### config.mk
export PLATFORM = sky130hd
export DESIGN_NAME = bank_peak_scheduler_flat
export DESIGN_NICKNAME = d
export VERILOG_FILES = /design/src/rtl/bank_peak_scheduler_if.sv /design/src/rtl/bank_peak_scheduler.sv /design/src/flat_wrapper.sv
export SDC_FILE = /design/constraint.sdc
export NUM_CORES = 1
export LEC_CHECK = 0
export CAP_MARGIN = 10
export CORE_MARGIN = 5
export CORE_UTILIZATION = 45
export DETAILED_ROUTE_END_ITERATION = 16
export GPL_TIMING_DRIVEN = 0
export PLACE_DENSITY_LB_ADDON = 0.12
export SKIP_LAST_GASP = 1
export SYNTH_ARGS = -nofsm -noshare
export SYNTH_HDL_FRONTEND = slang
export SYNTH_SLANG_ARGS = --single-unit
### constraint.sdc
create_clock -name clk -period 3.61 [get_ports clk]
set_input_delay 0.361 -clock clk [delete_from_list [all_inputs] [get_ports clk]]
set_output_delay 0.361 -clock clk [all_outputs]
set_load 0.02 [all_outputs]
### src/rtl/bank_peak_scheduler_if.sv
// Handshake bundle between the peak scheduler, the magnitude RAM and the LED mapper.
// The slave modport is the scheduler's view of the bundle.
interface bank_peak_scheduler_if #(
    parameter int MAG_W = 24
);
    logic              frame_start;
    logic              rd_en;
    logic [3:0]        rd_addr;
    logic [MAG_W-1:0]  rd_data;
    logic              busy;
    logic [4:0]        best_bank;
    logic [MAG_W-1:0]  best_mag;
    logic              update;

    modport slave (
        input  frame_start, rd_data,
        output rd_en, rd_addr, busy, best_bank, best_mag, update
    );

    modport master (
        output frame_start, rd_data,
        input  rd_en, rd_addr, busy, best_bank, best_mag, update
    );
endinterface

### src/rtl/bank_peak_scheduler.sv
// Per-frame scan of 16 bank magnitudes, picking the dominant bank with a silence gate and hysteresis.
// best_bank == 16 is the blank code that switches the LEDs off.
module bank_peak_scheduler #(
    parameter int               MAG_W          = 24,
    parameter logic [MAG_W-1:0] SILENCE_THRESH = 24'd4096,
    parameter logic [MAG_W-1:0] HYST           = 24'd1024
) (
    input  logic                   clk,
    input  logic                   reset,
    bank_peak_scheduler_if.slave   io_bus
);
    typedef enum logic [1:0] {
        IDLE   = 2'd0,
        READ   = 2'd1,
        DRAIN  = 2'd2,
        DECIDE = 2'd3
    } state_t;

    localparam logic [4:0] BLANK = 5'd16;

    state_t            r_state;
    state_t            w_state_next;
    logic              w_rd_en;
    logic              w_busy;

    logic [3:0]        r_rd_addr;
    logic              r_rd_en_d;
    logic [3:0]        r_addr_d;
    logic [MAG_W-1:0]  r_max;
    logic [3:0]        r_max_idx;
    logic [MAG_W-1:0]  r_cur_mag;
    logic [4:0]        r_best_bank;
    logic [MAG_W-1:0]  r_best_mag;
    logic              r_update;

    logic [MAG_W:0]    w_cur_plus_hyst;
    logic              w_challenger_wins;
    logic [4:0]        w_dec_bank;
    logic [MAG_W-1:0]  w_dec_mag;

    always_comb begin
        w_state_next = r_state;
        w_rd_en      = 1'b0;
        w_busy       = (r_state != IDLE);
        case (r_state)
            IDLE: begin
                if (io_bus.frame_start) begin
                    w_state_next = READ;
                end
            end
            READ: begin
                w_rd_en = 1'b1;
                if (r_rd_addr == 4'd15) begin
                    w_state_next = DRAIN;
                end
            end
            DRAIN:   w_state_next = DECIDE;
            DECIDE:  w_state_next = IDLE;
            default: w_state_next = IDLE;
        endcase
    end

    // One extra bit so a current magnitude near full scale cannot wrap past the challenger.
    assign w_cur_plus_hyst   = {1'b0, r_cur_mag} + {1'b0, HYST};
    assign w_challenger_wins = ({1'b0, r_max} > w_cur_plus_hyst);

    always_comb begin
        w_dec_bank = r_best_bank;
        w_dec_mag  = r_cur_mag;
        if (r_max < SILENCE_THRESH) begin
            w_dec_bank = BLANK;
            w_dec_mag  = '0;
        end else if (r_best_bank == BLANK) begin
            w_dec_bank = {1'b0, r_max_idx};
            w_dec_mag  = r_max;
        end else if ({1'b0, r_max_idx} == r_best_bank) begin
            w_dec_bank = r_best_bank;
            w_dec_mag  = r_max;
        end else if (w_challenger_wins) begin
            w_dec_bank = {1'b0, r_max_idx};
            w_dec_mag  = r_max;
        end
    end

    always_ff @(posedge clk or posedge reset) begin
        if (reset) begin
            r_state     <= IDLE;
            r_rd_addr   <= 4'd0;
            r_rd_en_d   <= 1'b0;
            r_addr_d    <= 4'd0;
            r_max       <= '0;
            r_max_idx   <= 4'd0;
            r_cur_mag   <= '0;
            r_best_bank <= BLANK;
            r_best_mag  <= '0;
            r_update    <= 1'b0;
        end else begin
            r_state   <= w_state_next;
            r_rd_en_d <= w_rd_en;
            r_addr_d  <= r_rd_addr;
            r_update  <= (r_state == DECIDE);

            if (r_state == READ) begin
                r_rd_addr <= (r_rd_addr == 4'd15) ? 4'd0 : r_rd_addr + 4'd1;
            end

            if (r_state == IDLE && io_bus.frame_start) begin
                r_cur_mag <= '0;
            end

            // Word returned for the address issued one cycle earlier; bank 0 seeds the max.
            if (r_rd_en_d) begin
                if (r_addr_d == 4'd0 || io_bus.rd_data > r_max) begin
                    r_max     <= io_bus.rd_data;
                    r_max_idx <= r_addr_d;
                end
                if (r_best_bank == {1'b0, r_addr_d}) begin
                    r_cur_mag <= io_bus.rd_data;
                end
            end

            if (r_state == DECIDE) begin
                r_best_bank <= w_dec_bank;
                r_best_mag  <= w_dec_mag;
            end
        end
    end

    assign io_bus.rd_en     = w_rd_en;
    assign io_bus.rd_addr   = r_rd_addr;
    assign io_bus.busy      = w_busy;
    assign io_bus.best_bank = r_best_bank;
    assign io_bus.best_mag  = r_best_mag;
    assign io_bus.update    = r_update;
endmodule

### src/flat_wrapper.sv
// flat-port wrapper written by rule: the top's interface ports become plain ports
module bank_peak_scheduler_flat 
#(
    parameter int               MAG_W          = 24,
    parameter logic [MAG_W-1:0] SILENCE_THRESH = 24'd4096,
    parameter logic [MAG_W-1:0] HYST           = 24'd1024
)
  (clk, reset, io_bus_frame_start, io_bus_rd_data, io_bus_rd_en, io_bus_rd_addr, io_bus_busy, io_bus_best_bank, io_bus_best_mag, io_bus_update);
  bank_peak_scheduler_if #(.MAG_W(MAG_W)) io_bus_i ();
  input  logic clk;
  input  logic reset;
  input wire logic [$bits(io_bus_i.frame_start)-1:0] io_bus_frame_start;
  input wire logic [$bits(io_bus_i.rd_data)-1:0] io_bus_rd_data;
  output wire logic [$bits(io_bus_i.rd_en)-1:0] io_bus_rd_en;
  output wire logic [$bits(io_bus_i.rd_addr)-1:0] io_bus_rd_addr;
  output wire logic [$bits(io_bus_i.busy)-1:0] io_bus_busy;
  output wire logic [$bits(io_bus_i.best_bank)-1:0] io_bus_best_bank;
  output wire logic [$bits(io_bus_i.best_mag)-1:0] io_bus_best_mag;
  output wire logic [$bits(io_bus_i.update)-1:0] io_bus_update;
  assign io_bus_i.frame_start = io_bus_frame_start;
  assign io_bus_i.rd_data = io_bus_rd_data;
  assign io_bus_rd_en = io_bus_i.rd_en;
  assign io_bus_rd_addr = io_bus_i.rd_addr;
  assign io_bus_busy = io_bus_i.busy;
  assign io_bus_best_bank = io_bus_i.best_bank;
  assign io_bus_best_mag = io_bus_i.best_mag;
  assign io_bus_update = io_bus_i.update;
  bank_peak_scheduler #(.MAG_W(MAG_W), .SILENCE_THRESH(SILENCE_THRESH), .HYST(HYST)) u_core (.clk(clk), .reset(reset), .io_bus(io_bus_i));
endmodule
==> impl_metrics.ini <==
[die]
ios = 63
die_width_um = 122
placementRows = 41
dieArea_mm2 = 0.0149
die_h_um = 122
placeableCoreArea_mm2 = 0.0125
start_util = 0.455

[finish]
area_delta_synth_final_pct = 21.6
layout_common_cells = dfrtp_1, inv_1, clkdlybuf4s50_1, ha_1, nand3_1
fillCellCount = 1156
nNetsFinal = 750
final_layout_size_suffix_gt1_frac = 0.0626
final_common_cell = dfrtp_1
diodes = 0
fin_cells = 843
design_area_mm2 = 0.00689

[timing]
max_freq_mhz = 288
timing.final.crit_share = 0.961
finalCriticalPeriod_ps = 3470
hold_slack_ps = 382
max-slew-margin-rel = 0.538
worst_pin_slew_ps = 688
finalMaxSlewViolations = 0
clock_skew_ps = 5.04
hold_violations = 0
finalSetupViolations = 0

[worst_setup_path]
crit_buf_inv = 2
cp_cell_sequence = ha_4, and4_4, nand2_1, xor2_1, ha_1, nand4_1, nor4_2, nand4_1, nor4_2, nor3_2, or3_1, buf_6, buf_6, a311o_1
critPathRequiredTime_ps = 3840
cp-end-kind = flop
path_class = flop to flop
worstRegToRegCells = 14
r2r_slack_ps = 140
crit_path_top_delay_cell = dfrtp_2
max_stage_delay_ps = 400
cp-start-kind = flop
arrival_ps = 3700
critPathMaxFanout = 10
timing.rr.end = u_core.io_bus.best_mag[12]
crit_family = simple AND/OR/NAND/NOR gates
r2r-start = u_core.r_cur_mag[10]

[detailed_routing]
drcViolationCount = 0
totalWireLength_um = 14900
drt_iter0_markers = 228
num_vias = 4705
viasPerCell = 5.58
wl_per_cell_um = 17.7
first_pass_iters = 6
ant_nets = 0

[pwr]
leakage_nw = 3.18
ir_drop_mv = 0.402
power.density_mw_per_mm2 = 925

[clock_tree]
cts_buffer_depth = 2
htree_levels = 3
cts_made_buffers = 9
root_buffer = clkbuf_16
clkSlewWorstSetupHoldPaths_ps = 60
clk_latency_ps = 350
cts_tree = built
clock-sinks = 93
ctsHoldBuffers = 0

[logic_synthesis]
syn_area_mm2 = 0.00567
synth_warnings = 0
ys_seq_area_frac = 0.411
synth.distinct_cells = 50
syn_nets = 670
ys_seq_elements = 93
synth_top_area_cell = dfrtp_1
ys_async_sr_fraction = 1.00
synth_flop_cell = dfrtp_1
synth_top_area_frac = 0.406
synthCells = 588
synth-edff-count = 0
synth.avg_cell_area_um2 = 9.64
synth.area.top_cells = dfrtp_1, ha_1, inv_1

[run_status]
status = complete, no violations

[min_path]
hp-class = input pin to asynchronous set/reset pin

[grt]
grt_pass1_wl_um = 24500
gr-total-overflow = 0
grt_max_degree = 61
grt.total_usage = 0.210
antenna_found_initial = 0
first_global_vias = 4795

[place]
postPlaceCellArea_mm2 = 0.00654
placedCellCount = 823
numPortBuffers = 62
place_congestion = 0.864
dp_hpwl_um = 11300

[flow_run]
maxCapViolCount = 0
synthesized netlist by cell type, types with 13 or more instances:
cell type	n
a311o_1	24
clkbuf_1	22
dfrtp_1	92
ha_1	55
inv_1	70
mux2i_1	24
nand2_1	23
nand3_1	39
nand3b_1	13
nor2b_1	26
nor3_1	33
o21ai_0	38
or3_1	14
flip-flops by register name, indices dropped and copies added (netlist names):
name	flops
u_core.r_addr_d	4
u_core.io_bus.rd_addr	4
u_core.r_state	2
u_core.r_rd_en_d	1
u_core.io_bus.best_mag	24
u_core.io_bus.best_bank	5
u_core.r_max	24
u_core.r_cur_mag	24
u_core.r_max_idx	4
u_core.io_bus.update	1
how the worst max path moves through the flow:
stage	from	endpoint	slack [ps]	depth (start not counted)
after detailed placement	u_core.r_cur_mag[10]	u_core.io_bus.best_mag[3]	-150	14
final	u_core.r_cur_mag[10]	u_core.io_bus.best_mag[12]	140	14
after global routing	u_core.r_cur_mag[10]	u_core.io_bus.best_mag[15]	-8	14
after global placement	reset	u_core.r_max_idx[1]	-670	2
after CTS	u_core.r_cur_mag[10]	u_core.io_bus.best_mag[2]	20	14
after floorplan	u_core.r_cur_mag[10]	u_core.io_bus.best_mag[1]	340	14
metal layers:
| layer | share of wire | up-vias | track usage | wire, µm |
|---|---|---|---|---|
| met5 | 0 | - | 0 | 0 |
| met4 | 0.022 | 0 | 0.0840 | 320 |
| met3 | 0.041 | 22 | 0.0396 | 614 |
| met2 | 0.47 | 107 | 0.336 | 7070 |
| met1 | 0.46 | 2321 | 0.282 | 6880 |
| li1 | - | 2255 | - | - |
logic make-up after synthesis:
| logic type | Yosys count | share of synthesized area |
|---|---|---|
| AO/OA/AOI/OAI | 108 | 0.134 |
| buffers and inverters | 102 | 0.0715 |
| flip-flops | 93 | 0.411 |
| adder cells (fa/ha/maj) | 55 | 0.121 |
| XOR/XNOR | 18 | 0.0278 |
| multiplexers | 29 | 0.0523 |
| AND/OR/NAND/NOR | 183 | 0.182 |
metrics by stage:
step / util / setup WS [ps] / power (mW) / setup TNS, ps
2_1_floorplan: - / 341 / 4.21 / 0
3_5_place_dp: 0.524 / -148 / 5.40 / -2420
3_3_place_gp: 0.522 / -670 / 5.29 / -62600
6_report: 0.553 / 142 / 6.38 / 0
4_1_cts: 0.546 / 24.2 / 6.31 / 0
5_1_grt: 0.553 / -7.75 / 6.90 / -16.1
area by class of cell:
type / count / area, µm² / area share
plain buffers: 32 / 155 / 0.0225
multi-input cells: 393 / 2970 / 0.431
clock inverters: 2 / 10.0 / 0.00145
clock buffers: 12 / 256 / 0.0372
repair buffers: 69 / 693 / 0.101
well taps: 172 / 215 / 0.0312
flip-flops and latches: 93 / 2330 / 0.338
inverters: 70 / 265 / 0.0385
timing repair:
item | 4_1_cts | 5_1_grt
setup endpoints to repair | 20 | 28
pin swaps | 1 | 7
buffers inserted | 0 | 6
resized for setup | 1 | 12
power by group:
group	switching (mW)	internal [mW]	total (mW)
Combinational	1.90	1.56	3.46
Clock	0.390	0.495	0.885
Sequential	0.487	1.54	2.03
(Power assumes the default switching activity.)
